--- config.mk ---
export PLATFORM = sky130hd
export DESIGN_NAME = seven_segment_decoder
export DESIGN_NICKNAME = d
export VERILOG_FILES = /design/src/rtl/seven_segment_decoder.sv
export SDC_FILE = /design/constraint.sdc
export NUM_CORES = 1
export LEC_CHECK = 0
export CAP_MARGIN = 20
export CORE_UTILIZATION = 40
export CTS_BUF_LIST = sky130_fd_sc_hd__clkbuf_16
export CTS_CLUSTER_SIZE = 12
export DETAILED_ROUTE_END_ITERATION = 6
export PLACE_DENSITY = 0.56
export SYNTH_ARGS = -nofsm -noshare
export SYNTH_HDL_FRONTEND = slang
export SYNTH_SLANG_ARGS = --single-unit
--- constraint.sdc ---
create_clock -name clk -period 2.9 [get_ports clk]
set_input_delay 0.58 -clock clk [delete_from_list [all_inputs] [get_ports clk]]
set_output_delay 0.58 -clock clk [all_outputs]
set_load 0.03 [all_outputs]
--- src/rtl/seven_segment_decoder.sv ---
// Seven-segment bus decoder: synchronises an active-low segment bus, waits for it to settle,
// and reports each newly settled pattern once as a hex digit, a blank, or an error.
module seven_segment_decoder #(
    parameter  int STABLE_CYCLES = 4,
    localparam int CNT_W         = $clog2(STABLE_CYCLES + 1)
) (
    input  logic       clk,
    input  logic       rst_n,
    input  logic [6:0] seg_in,
    output logic [3:0] hex_out,
    output logic       hex_valid,
    output logic       seg_blank,
    output logic       seg_err,
    output logic       locked
);

    localparam logic [6:0]       SEG_OFF = 7'h7F;
    localparam logic [CNT_W-1:0] CNT_MAX = CNT_W'(STABLE_CYCLES);

    typedef enum logic [1:0] {
        KIND_DIGIT,
        KIND_BLANK,
        KIND_ERR
    } kind_e;

    typedef struct packed {
        kind_e      kind;
        logic [3:0] digit;
    } decode_t;

    // Exact match on {g,f,e,d,c,b,a}; anything outside the table is an error.
    function automatic decode_t decode(input logic [6:0] seg);
        decode_t d;
        d.kind  = KIND_DIGIT;
        d.digit = 4'h0;
        case (seg)
            7'b1000000: d.digit = 4'h0;
            7'b1111001: d.digit = 4'h1;
            7'b0100100: d.digit = 4'h2;
            7'b0110000: d.digit = 4'h3;
            7'b0011001: d.digit = 4'h4;
            7'b0010010: d.digit = 4'h5;
            7'b0000010: d.digit = 4'h6;
            7'b1111000: d.digit = 4'h7;
            7'b0000000: d.digit = 4'h8;
            7'b0011000: d.digit = 4'h9;
            7'b0001000: d.digit = 4'hA;
            7'b0000011: d.digit = 4'hB;
            7'b1000110: d.digit = 4'hC;
            7'b0100001: d.digit = 4'hD;
            7'b0000110: d.digit = 4'hE;
            7'b0001110: d.digit = 4'hF;
            7'b1111111: d.kind  = KIND_BLANK;
            default:    d.kind  = KIND_ERR;
        endcase
        return d;
    endfunction

    logic [6:0]       s1;
    logic [6:0]       seg_s;
    logic [6:0]       cand;
    logic [6:0]       cand_next;
    logic [6:0]       last;
    logic [CNT_W-1:0] cnt;
    logic [CNT_W-1:0] cnt_next;
    logic             new_cand;
    logic             fire;
    decode_t          dec;

    // NOTE: every signal assigned here gets a default first so no latch is inferred.
    always_comb begin
        cand_next = cand;
        cnt_next  = cnt;
        new_cand  = (seg_s != cand);
        if (new_cand) begin
            cand_next = seg_s;
            cnt_next  = CNT_W'(1);
        end else if (cnt < CNT_MAX) begin
            cnt_next = cnt + CNT_W'(1);
        end
        // Report only on the edge that newly reaches the threshold, and only for a changed pattern.
        fire = (cnt_next == CNT_MAX) && (new_cand || (cnt != CNT_MAX)) && (cand_next != last);
        dec  = decode(cand_next);
    end

    // NOTE: sequential state uses non-blocking assignments so all flops update together.
    always_ff @(posedge clk or negedge rst_n) begin
        if (!rst_n) begin
            s1        <= SEG_OFF;
            seg_s     <= SEG_OFF;
            cand      <= SEG_OFF;
            last      <= SEG_OFF;
            cnt       <= CNT_MAX;
            hex_out   <= 4'h0;
            hex_valid <= 1'b0;
            seg_blank <= 1'b0;
            seg_err   <= 1'b0;
            locked    <= 1'b1;
        end else begin
            s1        <= seg_in;
            seg_s     <= s1;
            cand      <= cand_next;
            cnt       <= cnt_next;
            locked    <= (cnt_next == CNT_MAX);
            hex_valid <= 1'b0;
            seg_blank <= 1'b0;
            seg_err   <= 1'b0;
            if (fire) begin
                last <= cand_next;
                case (dec.kind)
                    KIND_DIGIT: begin
                        hex_valid <= 1'b1;
                        hex_out   <= dec.digit;
                    end
                    KIND_BLANK: seg_blank <= 1'b1;
                    default:    seg_err   <= 1'b1;
                endcase
            end
        end
    end

endmodule

==> results.cfg <==
[drt]
firstDrtPassIters = 4
wl_um = 3124
wl_met1_um = 1401
wl_met3_um = 138
post_drt_wl_per_cell_um = 14.88
drtIter0Drc = 24
drc = 0
highest_layer = met4
postRouteAntennaNets = 0
vias = 1094
viasPerCell = 5.210
route.met2.wl_um = 1467

[final_layout]
final_layout_size_suffix_gt1_share_pct = 36.08
syn2layout_area_growth_pct = 16.91
final_cell_mix = dfstp_2 (30), clkdlybuf4s50_1 (15)
final_common_cell = dfstp_2
n_antenna_cell = 0
nFillCells = 371
nNetsFinal = 168

[synth]
yosys.area.top_type_share_pct = 42.11
syn-num-nets = 160
synthFlopType = dfstp_2
synth-edff-count = 0
yosys_register_bits = 39
syn_area_per_cell_um2 = 12.56
ys.warnings.count = 0
yosysTopAreaCell = dfstp_2
async_reset_ff_share_pct = 100.0
synthCells = 149
post_synth_num_cell_types = 45
seq_area_frac_synth_pct = 54.14
netlist_area_mm2 = 0.001872
synth.area.top_cells = dfstp_2 (42%), dfrtp_1 (12%), mux2_2 (5.4%)

[cts]
cts_buffers = 5
path_clk_slew_ns = 0.06
root_buffer = clkbuf_16
numClockSinks = 39
cts_resized = 0
clock_path_buffers = 2
clk_latency_ns = 0.28
htree_levels = 2
cts_tree = done
holdBufCountCts = 0
cts_setup_buffers = 0

[die]
dieArea_mm2 = 0.004957
fp.coreArea_mm2 = 0.004414
die_w_um = 70.41
rows = 24
start_util_pct = 42.40
die_h_um = 70.41
ios = 17

[timing]
setup_viol = 0
max_slew_margin_pct = 45.25
hold_viol = 0
maxClockFrequency_mhz = 422.2
fin_crit_sh_pct = 81.67
period_needed_ns = 2.368
rsz0062_at_grt = false
slew_viol_final = 0
layout_setup_ws_ns = 0.5316
fin_tns_setup_ns = 0
tightest_slew_ns = 0.8213
whs_ns = 0.3545
finClkSkew_ns = 0.003952

[pwr]
clockPowerShare_pct = 47.6
swShare_pct = 20.68
ir_drop_uv = 385.4
leakage_nw = 0.8551
seq_power_share_pct = 47.1
combPwrFrac_pct = 5.3
internal_power_mw = 1.010
p_per_area_mw_per_mm2 = 581.9
power_switching_mw = 0.2633

[global_route]
grt_remaining_overflow = 0
grt_usage_pct = 15.42
grt_pass1_vias = 1124
grt_pass1_wl_um = 5706
grt_max_degree = 40
antenna_found_initial = 0

[critical_path]
cp.required_ns = 3.06
critPathMaxFanout = 14
cp_num_buf_inv = 0
critical_path.top_delay_family = compound AO/OA/AOI/OAI gates
slowest_delay_ns = 0.68
cp-start-kind = flop
crit_path_cell_trace = nor4bb_1 > a21oi_1 > o41a_1 > a311oi_4 > mux2_2
worstSetupPathType = flop to flop
r2r_cells = 5
cp_data_arrival_time_ns = 2.53
end_kind = flop
r2r_end = hex_out[2]
rr_startpoint = seg_s[0]
crit_slowest_cell = dfstp_2
rrSetupSlack_ns = 0.53

[min_path]
hold_path.class = flop to flop
min-delay-start = s1[2]
hold_end = seg_s[2]
holdPathStages = 0

[run]
drv.max_cap_violation_count = 0

[placement]
dp_hpwl_um = 2203
place_ws_ns = 0.5210
io_buffer_count = 16
place.gp.congestion = 0.8243

[run_status]
status = finished clean
## kinds of logic (layout without fill, tap and decap cells)
family / after synthesis / after routing / share of synthesized area (%)
buf+inv: 19 / 28 / 4.679
simple gates: 41 / 41 / 15.44
mux: 12 / 12 / 7.086
xor+xnor: 18 / 18 / 8.423
compound gates: 18 / 18 / 8.891
flops: 39 / 39 / 54.14
fa+ha+maj: 2 / 2 / 1.337
## state kept, by name, indices dropped and copies added (netlist names), 3 cells and up
| register | flops |
|---|---|
| last | 7 |
| cnt | 3 |
| hex_out | 4 |
| s1 | 7 |
| seg_s | 7 |
| cand | 7 |
## worst max-delay path by stage
stage              from    endpoint  slack, ns  cells after the start
3_3_place_gp   seg_s[0]  hex_out[0]       0.58                      5
5_1_grt        seg_s[0]  hex_out[2]       0.39                      5
2_1_floorplan  seg_s[0]  hex_out[0]       0.86                      5
4_1_cts        seg_s[0]  hex_out[2]       0.52                      5
3_5_place_dp   seg_s[0]  hex_out[2]       0.52                      5
6_report       seg_s[0]  hex_out[2]       0.53                      5
## power by group through the flow
stage | Combinational, mW | Clock (mW) | Sequential, mW
global route | 0.0768 | 0.653 | 0.604
floorplan | 0.0620 | 0 | 0.588
detailed placement | 0.0688 | 0 | 0.608
finish | 0.0674 | 0.607 | 0.599
global placement | 0.0678 | 0 | 0.607
CTS | 0.0691 | 0.624 | 0.599
## final cells by class
class,count,area (um2),area share [%]
sequential,39,1013,46.31
multi-input combinational,91,770.7,35.22
timing repair buffer,16,155.1,7.090
clock buffer,5,125.1,5.718
tap,52,65.06,2.973
clock inverter,3,43.79,2.001
inverter,4,15.01,0.6861
## synthesized netlist by cell type (2+ instances only)
master    instances
a21oi_1           6
and3_1            3
buf_2             7
clkbuf_1          7
dfrtp_1           9
dfstp_2          30
ha_1              2
inv_1             4
mux2_2            9
mux2i_1           2
nand2_1           4
nand2b_1          2
nand3_1           3
nand4_1           2
nor2_1            6
nor3_1            5
nor3b_1           3
o22ai_1           2
xnor2_1           9
xor2_1            9
## metal layers
metal,vias to the layer above,track usage [%]
met4,0,8.889
met5,-,0
li1,529,-
met1,534,19.44
met3,8,5.195
met2,23,22.96
## stage by stage
step,std cells,utilization [%],power (mW),cell area (um2)
6_report,210,49.57,1.273,2188
5_1_grt,210,49.57,1.334,2188
4_1_cts,210,49.57,1.293,2188
3_5_place_dp,202,45.75,0.6765,2019
3_3_place_gp,202,45.75,0.6747,2019
2_1_floorplan,149,-,0.6505,1872
Power figures use the tool's default switching activity.
